File: src/rtl/mem_access_pkg.sv
// -----------------------------------------------------------------------------
// mem_access_pkg
// Shared definitions for the CPU-to-word-memory access controller:
//   - access size encodings as seen on the size port
//   - FSM state encoding of the controller
//   - aligned word-address width and byte-lane count
//   - small helpers classifying an access from its size and low address bits
// -----------------------------------------------------------------------------
package mem_access_pkg;

  // Word memory is addressed on 4-byte boundaries, so only addr[31:2] matters.
  localparam int unsigned ALIGN_W   = 30;
  localparam int unsigned NUM_LANES = 4;

  typedef enum logic [1:0] {
    SZ_BYTE = 2'b00,
    SZ_HALF = 2'b01,
    SZ_WORD = 2'b10,
    SZ_RSVD = 2'b11   // reserved, behaves exactly like SZ_WORD
  } size_e;

  typedef enum logic [1:0] {
    ST_IDLE = 2'b00,
    ST_RD   = 2'b01,
    ST_WR   = 2'b10,
    ST_DONE = 2'b11
  } state_e;

  // Both 10 and 11 are full-word accesses, so bit 1 alone identifies them.
  function automatic logic is_word(input logic [1:0] size);
    return size[1];
  endfunction

  function automatic logic is_misaligned(input logic [1:0] size,
                                         input logic [1:0] addr_lo);
    logic mis;
    mis = 1'b0;
    if (is_word(size)) begin
      mis = (addr_lo != 2'b00);
    end else if (size == SZ_HALF) begin
      mis = addr_lo[0];
    end
    return mis;
  endfunction

endpackage

File: src/rtl/byte_lane_merge.sv
// -----------------------------------------------------------------------------
// byte_lane_merge
// Purely combinational little-endian lane logic shared by loads and stores.
//   mem_word_i  [31:0] word read from memory
//   wdata_i     [31:0] store data, right-aligned for byte/halfword stores
//   addr_lo_i   [1:0]  byte offset within the word
//   size_i      [1:0]  access size (00 byte, 01 half, 1x word)
//   sign_ext_i         1 = sign-extend subword loads, 0 = zero-extend
//   merged_o    [31:0] mem_word_i with the addressed lanes replaced by wdata_i
//   extracted_o [31:0] addressed lanes of mem_word_i, right-aligned and extended
// -----------------------------------------------------------------------------
module byte_lane_merge
  import mem_access_pkg::*;
(
  input  logic [31:0] mem_word_i,
  input  logic [31:0] wdata_i,
  input  logic [1:0]  addr_lo_i,
  input  logic [1:0]  size_i,
  input  logic        sign_ext_i,
  output logic [31:0] merged_o,
  output logic [31:0] extracted_o
);

  logic [7:0]           lane [NUM_LANES];
  logic [NUM_LANES-1:0] lane_en;
  logic [31:0]          wdata_rep;
  logic [7:0]           byte_sel;
  logic [15:0]          half_sel;

  // Replicating the store data across the word lets every lane simply pick
  // its own slice when enabled, independent of the offset.
  always_comb begin
    lane_en   = 4'b1111;
    wdata_rep = wdata_i;
    case (size_i)
      SZ_BYTE: begin
        lane_en   = 4'b0001 << addr_lo_i;
        wdata_rep = {4{wdata_i[7:0]}};
      end
      SZ_HALF: begin
        lane_en   = addr_lo_i[1] ? 4'b1100 : 4'b0011;
        wdata_rep = {2{wdata_i[15:0]}};
      end
      default: ;
    endcase
  end

  genvar gi;
  generate
    for (gi = 0; gi < NUM_LANES; gi++) begin : g_lane
      assign lane[gi] = mem_word_i[8*gi +: 8];
      assign merged_o[8*gi +: 8] = lane_en[gi] ? wdata_rep[8*gi +: 8] : lane[gi];
    end
  endgenerate

  assign byte_sel = lane[addr_lo_i];
  assign half_sel = addr_lo_i[1] ? {lane[3], lane[2]} : {lane[1], lane[0]};

  always_comb begin
    extracted_o = mem_word_i;
    case (size_i)
      SZ_BYTE: extracted_o = {{24{sign_ext_i & byte_sel[7]}}, byte_sel};
      SZ_HALF: extracted_o = {{16{sign_ext_i & half_sel[15]}}, half_sel};
      default: ;
    endcase
  end

endmodule

File: src/rtl/mem_access_ctrl.sv
// -----------------------------------------------------------------------------
// mem_access_ctrl
// Turns single CPU load/store requests into accesses on a word-wide memory
// with combinational read data. Subword stores are done as read-modify-write.
//   clk, reset       clock; asynchronous active-low reset
//   req, we, size    request strobe (sampled only while ready), store/load, size
//   sign_ext         extension mode for subword loads
//   addr, wdata      byte address and right-aligned store data
//   ready            high only while idle
//   done, err        one-cycle completion pulse; err qualifies done (misaligned)
//   rdata            last load result, held across stores and errors
//   Address, Write_data, MemRead, MemWrite   word memory command
//   Mem_data         memory read data, valid in the cycle MemRead is high
// All outputs are registered.
// -----------------------------------------------------------------------------
module mem_access_ctrl
  import mem_access_pkg::*;
(
  input  logic        clk,
  input  logic        reset,
  input  logic        req,
  input  logic        we,
  input  logic [1:0]  size,
  input  logic        sign_ext,
  input  logic [31:0] addr,
  input  logic [31:0] wdata,
  output logic        ready,
  output logic        done,
  output logic        err,
  output logic [31:0] rdata,
  output logic [31:0] Address,
  output logic [31:0] Write_data,
  output logic        MemRead,
  output logic        MemWrite,
  input  logic [31:0] Mem_data
);

  state_e      state_q;
  logic        ready_q;
  logic        done_q;
  logic        err_q;
  logic [31:0] rdata_q;
  logic [31:0] address_q;
  logic [31:0] write_data_q;
  logic        mem_read_q;
  logic        mem_write_q;

  // Request fields latched at acceptance.
  logic        we_q;
  logic [1:0]  size_q;
  logic        sign_ext_q;
  logic [1:0]  addr_lo_q;
  logic [31:0] wdata_q;

  logic        req_misaligned;
  logic        req_word;
  logic [31:0] merged_word;
  logic [31:0] load_word;

  assign req_misaligned = is_misaligned(size, addr[1:0]);
  assign req_word       = is_word(size);

  // Lane logic works off the live memory data, so both the load result and
  // the RMW merged word are available at the end of the RD cycle.
  byte_lane_merge u_lanes (
    .mem_word_i  (Mem_data),
    .wdata_i     (wdata_q),
    .addr_lo_i   (addr_lo_q),
    .size_i      (size_q),
    .sign_ext_i  (sign_ext_q),
    .merged_o    (merged_word),
    .extracted_o (load_word)
  );

  always_ff @(posedge clk or negedge reset) begin
    if (!reset) begin
      state_q      <= ST_IDLE;
      ready_q      <= 1'b1;
      done_q       <= 1'b0;
      err_q        <= 1'b0;
      rdata_q      <= '0;
      address_q    <= '0;
      write_data_q <= '0;
      mem_read_q   <= 1'b0;
      mem_write_q  <= 1'b0;
      we_q         <= 1'b0;
      size_q       <= '0;
      sign_ext_q   <= 1'b0;
      addr_lo_q    <= '0;
      wdata_q      <= '0;
    end else begin
      // Strobes are single-state; each state re-asserts what it needs.
      done_q      <= 1'b0;
      err_q       <= 1'b0;
      mem_read_q  <= 1'b0;
      mem_write_q <= 1'b0;

      case (state_q)
        ST_IDLE: begin
          if (req) begin
            we_q       <= we;
            size_q     <= size;
            sign_ext_q <= sign_ext;
            addr_lo_q  <= addr[1:0];
            wdata_q    <= wdata;
            address_q  <= {addr[31 -: ALIGN_W], 2'b00};
            ready_q    <= 1'b0;
            if (req_misaligned) begin
              // Rejected without touching memory.
              state_q <= ST_DONE;
              done_q  <= 1'b1;
              err_q   <= 1'b1;
            end else if (we && req_word) begin
              // Full-word store needs no read-back.
              state_q      <= ST_WR;
              mem_write_q  <= 1'b1;
              write_data_q <= wdata;
            end else begin
              // Loads, and the read half of a subword RMW store.
              state_q    <= ST_RD;
              mem_read_q <= 1'b1;
            end
          end
        end

        ST_RD: begin
          if (we_q) begin
            state_q      <= ST_WR;
            mem_write_q  <= 1'b1;
            write_data_q <= merged_word;
          end else begin
            state_q <= ST_DONE;
            done_q  <= 1'b1;
            rdata_q <= load_word;
          end
        end

        ST_WR: begin
          state_q <= ST_DONE;
          done_q  <= 1'b1;
        end

        ST_DONE: begin
          state_q <= ST_IDLE;
          ready_q <= 1'b1;
        end

        default: begin
          state_q <= ST_IDLE;
          ready_q <= 1'b1;
        end
      endcase
    end
  end

  assign ready      = ready_q;
  assign done       = done_q;
  assign err        = err_q;
  assign rdata      = rdata_q;
  assign Address    = address_q;
  assign Write_data = write_data_q;
  assign MemRead    = mem_read_q;
  assign MemWrite   = mem_write_q;

endmodule

File: config.mk
export PLATFORM = sky130hd
export DESIGN_NAME = mem_access_ctrl
export DESIGN_NICKNAME = d
export VERILOG_FILES = /design/src/rtl/mem_access_pkg.sv /design/src/rtl/byte_lane_merge.sv /design/src/rtl/mem_access_ctrl.sv
export SDC_FILE = /design/constraint.sdc
export NUM_CORES = 1
export LEC_CHECK = 0
export CORE_ASPECT_RATIO = 1.75
export CORE_MARGIN = 5
export CORE_UTILIZATION = 40
export CTS_CLUSTER_SIZE = 30
export DETAILED_ROUTE_END_ITERATION = 10
export GPL_TIMING_DRIVEN = 0
export PLACE_DENSITY = 0.7
export SLEW_MARGIN = 30
export SYNTH_ARGS = -nofsm -noshare
export SYNTH_HDL_FRONTEND = slang
export SYNTH_SLANG_ARGS = --single-unit
File: constraint.sdc
create_clock -name clk -period 4.11 [get_ports clk]
set_input_delay 0.822 -clock clk [delete_from_list [all_inputs] [get_ports clk]]
set_output_delay 0.822 -clock clk [all_outputs]
set_load 0.1 [all_outputs]
==> results of run 1 <==
==> per-layer routing <==
layer  global-route usage, %  wire, um  part of all wire, %
met2                    40.8     12000                   53
met4                    14.8      1280                  5.6
met5                       0         0                    0
met1                    25.3      7990                   35
met3                    5.85      1570                  6.9
==> cells in the mapped netlist (all sizes together), types with 11 or more instances <==
cell type / instances
nand2: 62
a221oi: 16
nand2b: 18
a31oi: 16
clkbuf: 21
mux2: 78
a21oi: 37
mux2i: 18
nor3: 12
dfrtp: 138
o211ai: 25
o21ai: 44
buf: 29
nor2: 29
and3: 11
==> path summary, 6_finish.rpt <==
kind	from	to	slack (ps)	depth (start not counted)
worst max-delay path	ready	ready	1160	1
worst min-delay path	reset	Address[2]	320	1
worst max register to register	state_q[1]	Write_data[15]	1710	8
worst min register to register	rdata[8]	rdata[8]	480	2
max in group asynchronous	reset	rdata[9]	3030	2
min in group clk	rdata[8]	rdata[8]	480	2
==> stage by stage <==
stage | cell area (um2) | setup TNS [ps] | worst slack (ps) | instances | hold slack, ps
final | 9730 | 0 | 1160 | 1084 | 319
after global routing | 9730 | 0 | 1140 | 1084 | 368
after CTS | 9730 | 0 | 1130 | 1084 | 341
after detailed placement | 9170 | 0 | 1190 | 1052 | 470
after global placement | 9140 | -482950 | -3500 | 1051 | 467
after floorplan | 6850 | 0 | 1990 | 624 | 470
==> cell families (layout without fill, tap and decap cells) <==
| group | count (synthesis) | in the layout |
|---|---|---|
| buffers and inverters | 54 | 287 |
| other | 1 | 2 |
| DFF | 139 | 139 |
| AOI/OAI and AO/OA | 180 | 180 |
| and+or+nand+nor | 148 | 148 |
| adders and majority gates | 4 | 4 |
| muxes | 97 | 97 |
==> area by class of cell <==
class,instances,area [um2]
clock inverters,15,139
plain buffers,50,243
well taps,227,284
repair buffers,201,2030
flip-flops and latches,139,3480
multi-input cells,431,3110
inverters,4,15.0
fillers,1521,7140
clock buffers,17,425
==> registers in the layout, summed over array words and instances, names as in the netlist <==
register,flops
we_q,1
Write_data,32
MemWrite,1
err,1
MemRead,1
done,1
rdata,32
sign_ext_q,1
Address,30
ready,1
wdata_q,32
state_q,2
size_q,2
addr_lo_q,2
==> reports/metrics.csv, run 1 <==
metric,value,unit
register area share after synthesis,50.8,%
TritonCTS Sinks,139,
Die Y,183,um
std cell rows,63,
Max Fclk,339,MHz
Bufs and invs on worst path,1,
critical path's slowest cell,clkdlybuf4s50_1,
Final Core Density,57.7,%
most frequent cells in the layout,"clkdlybuf4s50_1 (198), dfrtp_1 (138), mux2_2 (78), nand2_1 (60), o21ai_0 (41)",
DR WL/cell,21.1,um
synthesized area,6850,um2
post-route ant nets,0,
cells along the critical path,clkdlybuf4s50_1,
mux cell area share after synthesis,15.8,%
cts hold-fix bufs,0,
top_reg_cell synth,dfrtp_1,
crit path kind,reg2out,
fin crit share,71.7,%
Synth Instances,623,
count of final setup violators,0,
CTS Buf Count,17,
status,"complete, no violations",
register bit total from synthesis,139,
Adder-Cell Fraction of Synth Area,0.731,%
initial antenna violation count,0,
Startpoint Class,flip-flop,
Ys Warns,0,
number of library cell types mapped by synthesis,46,
Simple-Gate Fraction of Synth Area,11.1,%
vias in the first global route,6402,
Post-Route WL,22.9,mm
Post-synth EDFFs,0,
CTS tree,done,
Relative slew margins,29.5,%
combinational family with the most area after synthesis,compound AO/OA/AOI/OAI gates,
core area,16900,um2
# nets final,951,
CTS Root Cell,clkbuf_16,
asr flop ratio synth,100,%
clk slew on worst S/H paths,60,ps
max incr delay on CP,1150,ps
share of the synthesized area in the top cell type,50.4,%
PostCTS Resize Cnt,0,
Area contributors post-synth,"dfrtp_1 (50%), mux2_2 (13%), nand2_1 (3.3%)",
layout cell share with drive strength beyond 1,18.2,%
Critical Path Sink Type,primary output,
worst hold path class,in2async,
Antenna Cells,0,
fin crit period,2950,ps
largest net degree at the start of global routing,77,
drc violations,0,
Clock Skew,11.5,ps
Tot GR Track Use,23.6,%
io pins,204,
Worst-Skew Late Latency,430,ps
initial core utilization,40.6,%
Synth Area in Compound Gates,17.7,%
Critical Path RT,3290,ps
first-pass GRT wire length,35.4,mm
CTS max path bufs,2,
H-tree Lvls,4,
final hold violations,0,
"commonest non-fill, non-tap cell in the layout",clkdlybuf4s50_1,
max-cap violation count,0,
"Avg Cell Area, Syn",11.0,um2
Max Slew Vio Count,0,
Port Buf Inserts,200,
full die area,19900,um2
critical path's top delay family,buffers and inverters,
peak fanout along the critical path,3,
Vias,6010,
arrival time worst endpoint,2120,ps
most area-hungry cell type in the Yosys netlist,dfrtp_1,
RSZ-0062 raised after global routing,false,
GR Overflow Total,0,
GP Congestion,0.939,
Synth Area in XOR/XNOR,0,%
Layout area overhead,42.1,%
HPWL Detailed,17.9,mm
TritonRoute pass-1 iters,5,
Post CTS Setup Buffer Count,0,
die width,109,um
measured slew at the worst slew-check pin,1050,ps
Via-to-Cell Ratio,5.54,
Initial DRC Count,393,
Power of run 1 is not shown: default switching activity piles up to over one toggle a cycle in this logic, so the estimate is an artifact.
==> run 2, diff against run 1 <==
Settings changed: PLACE_DENSITY 0.7 to 0.72.
Clock period 4.11 ns to 2.7 ns, I/O delays scaled along.
==> reports/metrics.csv, run 2 (synthesis results as in run 1) <==
metric,value,unit,change
fin cells,1083,,was 1084
TritonRoute pass-1 iters,5,,unchanged
vias in the first global route,6176,,was 6402
critical path's top delay family,buffers and inverters,,unchanged
"commonest non-fill, non-tap cell in the layout",clkdlybuf4s50_1,,unchanged
TritonCTS Sinks,139,,unchanged
Die Y,183,um,unchanged
Bufs and invs on worst path,1,,unchanged
fin crit share,97.6,%,
Fill cells,1496,,was 1521
max-cap violation count,0,,unchanged
most frequent cells in the layout,"clkdlybuf4s50_1 (194), dfrtp_1 (138), mux2_2 (78), nand2_1 (60), o21ai_0 (41)",,"was clkdlybuf4s50_1 (198), dfrtp_1 (138), mux2_2 (78), nand2_1 (60), o21ai_0 (41)"
Post-Route WL,23.3,mm,was 22.9 mm
drc violations,0,,unchanged
crit path kind,reg2out,,unchanged
initial antenna violation count,0,,unchanged
CTS Root Cell,clkbuf_16,,unchanged
Clock Skew,9.18,ps,was 11.5 ps
Relative slew margins,30.3,%,was 29.5%
Worst-Skew Late Latency,430,ps,about the same
Max Slew Vio Count,0,,unchanged
multi-input logic area,3110,um2,unchanged
Area after DPL,9150,um2,was 9170 um2
clk slew on worst S/H paths,60,ps,about the same
# nets final,951,,unchanged
RSZ-0062 raised after global routing,false,,unchanged
Post CTS Setup Buffer Count,0,,unchanged
max incr delay on CP,1130,ps,was 1150 ps
post-route ant nets,0,,unchanged
peak fanout along the critical path,3,,unchanged
post-route design area,9770,um2,was 9730 um2
GR Overflow Total,0,,unchanged
Critical Path RT,2160,ps,was 3290 ps
Startpoint Class,flip-flop,,unchanged
Critical Path Sink Type,primary output,,unchanged
fin crit period,2640,ps,
Via-to-Cell Ratio,5.52,,was 5.54
Layout area overhead,42.6,%,was 42.1%
status,"complete, no violations",,unchanged
die width,109,um,unchanged
io pins,204,,unchanged
CTS max path bufs,2,,unchanged
cells along the critical path,clkdlybuf4s50_1,,unchanged
Vias,5976,,was 6010
core area,16900,um2,unchanged
layout cell share with drive strength beyond 1,18.5,%,was 18.2%
PostCTS Resize Cnt,0,,unchanged
count of final setup violators,0,,unchanged
CTS Buf Count,17,,unchanged
Tot GR Track Use,23.8,%,was 23.6%
Port Buf Inserts,200,,unchanged
final hold violations,0,,unchanged
Placed Cells,1052,,unchanged
critical path's slowest cell,clkdlybuf4s50_1,,unchanged
H-tree Lvls,4,,unchanged
measured slew at the worst slew-check pin,1040,ps,was 1050 ps
Max Fclk,379,MHz,
CTS tree,done,,unchanged
GP Congestion,0.940,,was 0.939
initial core utilization,40.6,%,unchanged
arrival time worst endpoint,2100,ps,was 2120 ps
first-pass GRT wire length,35.3,mm,was 35.4 mm
Antenna Cells,0,,unchanged
cts hold-fix bufs,0,,unchanged
register cell area after layout,3480,um2,unchanged
Initial DRC Count,456,,was 393
largest net degree at the start of global routing,79,,was 77
worst hold path class,in2async,,unchanged
full die area,19900,um2,unchanged
HPWL Detailed,18.0,mm,was 17.9 mm
std cell rows,63,,unchanged
DR WL/cell,21.5,um,was 21.1 um
run 2: cell count changes in the layout (fill, tap and decap cells not counted), sizes merged:
cell           before  now
clkinv              7    3
inv                 9    7
clkdlybuf4s50     198  194
clkinvlp            2    3
buf                32   36
clkbuf             38   39
bufinv              1    4
run 2: area by class of cell:
type,count,share of cell area (%)
clock buffers,18,4.39
well taps,227,2.91
clock inverters,13,1.96
multi-input cells,431,31.9
flip-flops and latches,139,35.6
plain buffers,50,2.49
inverters,4,0.154
repair buffers,201,20.6
run 2: final timing paths:
| check | from | endpoint | slack [ps] | depth (start not counted) |
|---|---|---|---|---|
| worst max-delay path | ready | ready | 60 | 1 |
| worst min-delay path | reset | Address[3] | 70 | 1 |
| max in group asynchronous | reset | rdata[13] | 1910 | 2 |
| worst max register to register | state_q[1] | Write_data[2] | 230 | 8 |
| worst min register to register | Write_data[29] | Write_data[29] | 480 | 2 |
| min in group clk | Write_data[29] | Write_data[29] | 480 | 2 |
run 2: per-stage QoR:
| step | utilization, % | TNS, ps | hold WS [ps] | worst slack, ps |
|---|---|---|---|---|
| after CTS | 57.9 | 0 | 106 | 44.4 |
| after floorplan | - | 0 | 244 | 845 |
| after global placement | 54.2 | -643640 | 466 | -4660 |
| final | 57.9 | 0 | 72.1 | 64.6 |
| after global routing | 57.9 | 0 | 119 | 31.9 |
| after detailed placement | 54.2 | 0 | 469 | 38.2 |
run 2: per-layer routing:
metal	GRT usage, %	vias up	routed length, um
li1	-	2724	-
met1	25.4	2906	8040
met2	42.0	262	12300
met3	4.76	84	1410
met4	15.1	0	1560
met5	0	-	0
Power of run 2 is left out for the same reason.
==> run 3, diff against run 2 <==
Settings changed: SKIP_LAST_GASP from default to 1.
==> results of run 3 <==
Final layout, timing and power as in run 2 (identical DEF).
Power of run 3 is left out for the same reason.
